`src/rtl/shift_unit_pipe.sv`:
```
// Two-stage pipelined RV32I shift unit (SLL/SRL/SRA) with valid/ready on both sides.
// Right shifts reuse the left barrel shifter by bit-reversing operand and result.

module barrel_left32 (
  input  logic [31:0] data_i,
  input  logic [4:0]  shamt_i,
  output logic [31:0] data_o
);

  logic [31:0] stage;

  // Five mux levels, one per shamt bit (1, 2, 4, 8, 16).
  always_comb begin
    stage = data_i;
    for (int unsigned k = 0; k < 5; k++) begin
      if (shamt_i[k]) stage = stage << (32'd1 << k);
    end
    data_o = stage;
  end

endmodule

module shift_unit_pipe #(
  parameter int unsigned TAG_W = 4
) (
  input  logic             clk_i,
  input  logic             rstn_i,
  input  logic             in_valid_i,
  output logic             in_ready_o,
  input  logic [1:0]       op_i,
  input  logic [31:0]      opa_i,
  input  logic [4:0]       shamt_i,
  input  logic [TAG_W-1:0] tag_i,
  output logic             out_valid_o,
  input  logic             out_ready_i,
  output logic [31:0]      result_o,
  output logic [TAG_W-1:0] tag_o
);

  function automatic logic [31:0] bitrev(input logic [31:0] v);
    logic [31:0] r;
    for (int unsigned k = 0; k < 32; k++) r[k] = v[31-k];
    return r;
  endfunction

  logic [31:0]      pre_q,   pre_d;
  logic [4:0]       shamt_q, shamt_d;
  logic             right_q, right_d;
  logic             fill_q,  fill_d;
  logic [TAG_W-1:0] tag1_q,  tag1_d;
  logic             s1_valid_q, s1_valid_d;

  logic [31:0]      result_q, result_d;
  logic [TAG_W-1:0] tag2_q,   tag2_d;
  logic             out_valid_q, out_valid_d;

  logic             in_xfer, out_xfer, adv2;
  logic [31:0]      sh, res;

  assign adv2       = s1_valid_q && (!out_valid_q || out_ready_i);
  assign in_ready_o = !s1_valid_q || adv2;
  assign in_xfer    = in_valid_i && in_ready_o;
  assign out_xfer   = out_valid_q && out_ready_i;

  barrel_left32 u_barrel (
    .data_i  (pre_q),
    .shamt_i (shamt_q),
    .data_o  (sh)
  );

  // Arithmetic fill sets the top shamt bits; a mask of zero when shamt is 0.
  always_comb begin
    res = right_q ? bitrev(sh) : sh;
    if (fill_q) res = res | ~(32'hFFFF_FFFF >> shamt_q);
  end

  always_comb begin
    pre_d      = pre_q;
    shamt_d    = shamt_q;
    right_d    = right_q;
    fill_d     = fill_q;
    tag1_d     = tag1_q;
    s1_valid_d = s1_valid_q;
    if (in_xfer) begin
      pre_d      = op_i[0] ? bitrev(opa_i) : opa_i;
      shamt_d    = shamt_i;
      right_d    = op_i[0];
      fill_d     = (op_i == 2'b11) && opa_i[31];
      tag1_d     = tag_i;
      s1_valid_d = 1'b1;
    end else if (adv2) begin
      s1_valid_d = 1'b0;
    end
  end

  always_comb begin
    result_d    = result_q;
    tag2_d      = tag2_q;
    out_valid_d = out_valid_q;
    if (adv2) begin
      result_d    = res;
      tag2_d      = tag1_q;
      out_valid_d = 1'b1;
    end else if (out_xfer) begin
      out_valid_d = 1'b0;
    end
  end

  always_ff @(posedge clk_i or negedge rstn_i) begin
    if (!rstn_i) begin
      pre_q       <= '0;
      shamt_q     <= '0;
      right_q     <= 1'b0;
      fill_q      <= 1'b0;
      tag1_q      <= '0;
      s1_valid_q  <= 1'b0;
      result_q    <= '0;
      tag2_q      <= '0;
      out_valid_q <= 1'b0;
    end else begin
      pre_q       <= pre_d;
      shamt_q     <= shamt_d;
      right_q     <= right_d;
      fill_q      <= fill_d;
      tag1_q      <= tag1_d;
      s1_valid_q  <= s1_valid_d;
      result_q    <= result_d;
      tag2_q      <= tag2_d;
      out_valid_q <= out_valid_d;
    end
  end

  assign result_o    = result_q;
  assign tag_o       = tag2_q;
  assign out_valid_o = out_valid_q;

endmodule

```
`config.mk`:
```
export PLATFORM = sky130hd
export DESIGN_NAME = shift_unit_pipe
export DESIGN_NICKNAME = d
export VERILOG_FILES = /design/src/rtl/shift_unit_pipe.sv
export SDC_FILE = /design/constraint.sdc
export NUM_CORES = 1
export LEC_CHECK = 0
export BUFFER_PORTS_ARGS = -buffer_cell sky130_fd_sc_hd__buf_2
export CAP_MARGIN = 0
export CORE_MARGIN = 5
export CORE_UTILIZATION = 45
export CTS_BUF_LIST = sky130_fd_sc_hd__clkbuf_8 sky130_fd_sc_hd__clkbuf_16
export CTS_CLUSTER_SIZE = 28
export DETAILED_ROUTE_END_ITERATION = 12
export PLACE_DENSITY = 0.62
export SYNTH_ARGS = -nofsm -noshare
export SYNTH_HDL_FRONTEND = slang
export SYNTH_HIERARCHICAL = 1
export SYNTH_SLANG_ARGS = --single-unit
```
`constraint.sdc`:
```
create_clock -name clk_i -period 4.5 [get_ports clk_i]
set_input_delay 0 -clock clk_i [delete_from_list [all_inputs] [get_ports clk_i]]
set_output_delay 0 -clock clk_i [all_outputs]
set_load 0.005 [all_outputs]
```
# Word-level counts from Yosys, hierarchy flattened
# Index checks and enable logic that the tools add are counted.
# Widths: inputs -> output; s select.
[totals]
wordCells = 35
reg_bits = 81
[classes]
eq_ne = 1
bitwise_logic = 2
reduce_logical = 10
mux = 12
shifts = 1
[op_table]
columns = ["operator", "n"]
rows = [
  ["$mux 32", 8],
  ["$not 32->32", 1],
  ["$or 32x32->32", 1],
  ["$shr 32x5->32 const A", 1],
  ["$logic_and 1x1->1", 4],
  ["$mux 1", 4],
  ["$reduce_bool 2->1", 2],
  ["$eq 2x2->1 const B", 1],
  ["$logic_not 1->1", 2],
  ["$logic_or 1x1->1", 2],
]

# Logic depth before layout (Yosys ltp)
[depth]
word_depth = 8
ltp_mapped = 10

# Modules after synthesis
# Netlist, hierarchy kept.
[by_module_without_submodules]
columns = ["module", "instances", "area_each_um2", "seq_area_each_um2", "cells_per_inst"]
rows = [
  ["shift_unit_pipe", 1, 4110.2, 2026.9, 363],
  ["barrel_left32", 1, 1774.2, 0.0, 183],
]

# Least setup slack after synthesis
# No wires, ideal clock.
[synth_path]
path_kind = "register to register"
start = "reg shamt_q[0]"
end = "reg result_q[26] (netlist: result_o[26])"
arrival_ps = 2277
path_stages_with_launch = 9
n_path_buf = 2
synth_period_minus_slack_ps = 2399
setup_ps = 121
setup_slack_ps = 2101
path_cell_list = "dfrtp_1 -> buf_6 -> buf_4 -> mux4_2 -> a221o_1 -> a221o_1 -> nor2b_1 -> a221o_1 -> o22a_1"
[synth_via]
elab_chain_cells = 8
word_cells_on_any_way = 10
[synth_lines]
columns = ["element", "line", "rtl"]
rows = [
  ["from (decl)", "47", "logic [4:0] shamt_q, shamt_d;"],
  ["from (signal assigned)", "122", "shamt_q <= shamt_d;"],
  ["$mux 32 * (5 in series)", "16", "if (shamt_i[k]) stage = stage << (32'd1 << k);"],
  ["named net sh[26]", "58", "logic [31:0] sh, res;"],
  ["$mux 32 *", "73", "res = right_q ? bitrev(sh) : sh;"],
  ["$or 32x32->32", "74", "if (fill_q) res = res | ~(32'hFFFF_FFFF >> shamt_q);"],
  ["$mux 32 *", "74", ""],
  ["to (signal assigned)", "127", "result_q <= result_d;"],
  ["to (decl)", "53", "logic [31:0] result_q, result_d;"],
]
# The timed path passes the listed nets; every way through them passes the cells marked *.
# A chain may end at the register's enable or synchronous reset.

# Final worst setup path
[layout_path]
start = "reg shamt_q[0]"
end = "reg result_q[23] (netlist: result_o[23])"
# Same word-level chain as after synthesis.

==> summary.txt <==
Run status
  • Outcome: complete, no violations

Timing
  • Hold Fails Final Rpt: 0
  • Setup ws final: 1.47 ns
  • Clock Skews: 0.00851 ns
  • Worst hold slack: 0.00288 ns
  • RSZ-0062 raised after global routing: no
  • Worst Tran Pin Value: approximately 1.1 ns
  • Final setup viols: 0
  • Final Slew Violations: 0
  • Setup TNS: 0 ns
  • Min Tclk post-route: 3.03 ns
  • Period utilisation layout: 67.3%
  • Fmax: about 0.33 GHz
  • Max_slew headroom: 29.8%

Floorplanning
  • Die height: roughly 120 um
  • Core area: 0.0127 sq mm
  • IO Pins: 85
  • Die Wd: 124 um
  • Row Count: between 40 and 50
  • DIE AREA: 0.0155 sq mm
  • Initial Utilization: 46.3%

Synthesis
  • Post-synthesis sequential area ratio: 34.4%
  • Mapped Area: 0.00588 sq mm
  • Number of synthesized flops with an enable pin: 0
  • Synth area leaders: dfrtp_1 (34%), mux2i_1 (12%), mux4_2 (9.2%)
  • Syn_nets: 593
  • Synth top area share: 34.4%
  • Ys Warns: 6
  • Synth Flop Type: dfrtp_1
  • Area leader, netlist: dfrtp_1
  • Fraction of registers with async set/reset: 100%
  • Synthesized area per cell: 10.8 sq um
  • Post-Syn Instances: ~550
  • Synth Register Bits: 81
  • Synth unique cells: 53

GRT
  • Vias in the first global route: 4731
  • Remaining Overflow, GRT: 0
  • Largest net degree at the start of global routing: 82
  • Initial antenna violation count: 0
  • GRT Resource Usage Total: 21.0%
  • First-pass GRT wire length: about 26000 um

Power and ir drop
  • Pwr per Cell Area: between 400 and 500 mW/mm^2
  • Overall power: 3.06 mW
  • P_leak: 2.87 nW
  • Worst vdd ir: between 0.2 and 0.3 mV

Worst hold path
  • Min-delay worst type: in -> reg

Clocking
  • Post-CTS Resized: 0
  • Root Driver: clkbuf_16
  • CTS max path bufs: 2
  • Worst-path clk slew: 0.06 ns
  • CTS Sinks: 81
  • Setup Fix Bufs, Post-CTS: 0
  • Worst-Skew Late Latency: 0.35 ns
  • H-tree level count: 3
  • Total CTS buffers: 9
  • CTS tree: done

Drt
  • DR vias: 4920
  • Via density: 6.18
  • Initial drt markers: roughly 410
  • Drt wl/cell: about 21 um
  • Sum of routed wire length over all layers: roughly 16000 um
  • Post-route ant nets: 0
  • # DRC: 0
  • Drt first pass iters: 5

Setup path
  • Worst path max stage delay: 0.78 ns
  • Sequence of cells on the critical path: buf_4 > mux4_1 > mux2_2 > a22oi_1 > nand2_1 > mux2i_1 > o211ai_1 > mux2_4
  • Crit start category: flip-flop
  • CP required: 4.73 ns
  • Arrival time worst endpoint: 3.26 ns
  • Crit Path Category: reg -> reg
  • Crit-path max FO: 26
  • Crit. End Element: flip-flop
  • Worst path slowest cell: dfrtp_2

Placement
  • Pre-CTS WS: 1.51 ns
  • Gpl congestion: 0.896
  • # port buffers: 84
  • DPL Wire Length: between 10000 and 15000 um
  • Cells after DPL: 753

Final layout
  • Reg area: slightly above 0.002 sq mm
  • Synthesis-to-finish area growth: 15.5%
  • Commonest cells after routing, fill and taps aside: buf_2 (83), dfrtp_1 (79), mux2i_1 (70), a21oi_1 (56), a31oi_1 (45)
  • Non-Filler Instances: 796
  • Fillers: 1197
  • Fraction of layout cells with a size suffix above 1: 29.0%
  • # diodes: 0
  • Most common cell after layout, fill and taps aside: buf_2
  • Final net count: 666
  • Multi-input logic area: 0.00348 sq mm

Flow run
  • Max Cap Violations: 0
[cells by family (layout without fill, tap and decap cells)]
group | Yosys count | after routing | synth area share [%]
AOI/OAI and AO/OA | 170 | 170 | 17.9
muxes | 146 | 146 | 33.9
and+or+nand+nor | 87 | 87 | 7.40
DFF | 81 | 81 | 34.4
buffers and inverters | 62 | 140 | 6.40
[final cells by class]
class	instances	share of cell area (%)
clock buffers	9	3.31
clock inverters	7	1.01
inverters	3	0.166
multi-input cells	403	51.2
flip-flops and latches	81	29.8
well taps	172	3.17
repair buffers	121	11.3
[worst max-delay path, delay by kind of cell, from the launching register on]
kind / cells / cell delay [ns]
compound gates: 2 / 0.26
mux: 4 / 1.41
buf+inv: 1 / 0.34
flops: 1 / 0.78
simple gates: 1 / 0.11
[cells in the mapped netlist, drive strengths merged (2+ instances only)]
library cell / number
a211oi: 9
a22oi: 7
a21oi: 56
nand4: 5
nor3: 4
o22a: 5
and2: 4
o21ai: 22
nand3: 9
a32o: 2
o32a: 2
nor2b: 3
mux2: 43
o22ai: 3
a31oi: 45
nand2b: 4
o21a: 2
mux4: 33
a41oi: 3
clkbuf: 19
and3: 5
nand2: 25
a221o: 3
o211ai: 6
inv: 2
nand3b: 2
buf: 40
nor2: 21
mux2i: 70
dfrtp: 81
[per-stage QoR]
step                      area (sq um)  utilization (%)
final                             6800             53.4
after floorplan                   5880                -
after detailed placement          6230             49.0
after global routing              6800             53.4
after CTS                         6800             53.4
after global placement            6230             49.0
[repair_timing]
action | 4_1_cts | 5_1_grt
setup endpoints to repair | 0 | 0
hold buffers | 27 | 0
endpoints found under the hold margin | 101 | 0
[per-layer routing]
layer  track usage [%]  share of wire (%)  vias up
met5                 0                  0        -
met1              29.5                 46     2423
met3              4.72                5.9       20
met2              32.6                 46      178
li1                  -                  -     2299
met4              6.32                2.0        0
[final timing paths]
| check | startpoint | endpoint | slack, ns | cells past startpoint |
|---|---|---|---|---|
| max in group asynchronous | rstn_i | shamt_q[1]$_DFFE_PN0P_ | 3.42 | 2 |
| min in group asynchronous | rstn_i | result_o[22]$_DFFE_PN0P_ | 0.36 | 2 |
| worst max-delay path | shamt_q[0]$_DFFE_PN0P_ | result_o[23]$_DFFE_PN0P_ | 1.47 | 8 |
| worst min-delay path | opa_i[14] | pre_q[14]$_DFFE_PN0P_ | 0.003 | 3 |
| worst max register to register | shamt_q[0]$_DFFE_PN0P_ | result_o[23]$_DFFE_PN0P_ | 1.47 | 8 |
| worst min register to register | result_o[29]$_DFFE_PN0P_ | result_o[29]$_DFFE_PN0P_ | 0.50 | 1 |
[sequential cells by signal, indices dropped and copies added, names as in the netlist]
signal	count
shamt_q	5
fill_q	1
tag1_q	4
result_o	32
out_valid_o	1
tag_o	4
pre_q	32
right_q	1
s1_valid_q	1
[report_power, final]
| group | leakage (nW) | internal (mW) | switching [mW] | total, mW |
|---|---|---|---|---|
| registers | 0.926 | 0.905 | 0.203 | 1.11 |
| logic | 1.79 | 0.619 | 0.595 | 1.21 |
| clock network | 0.147 | 0.429 | 0.305 | 0.734 |
(Power assumes the default switching activity.)
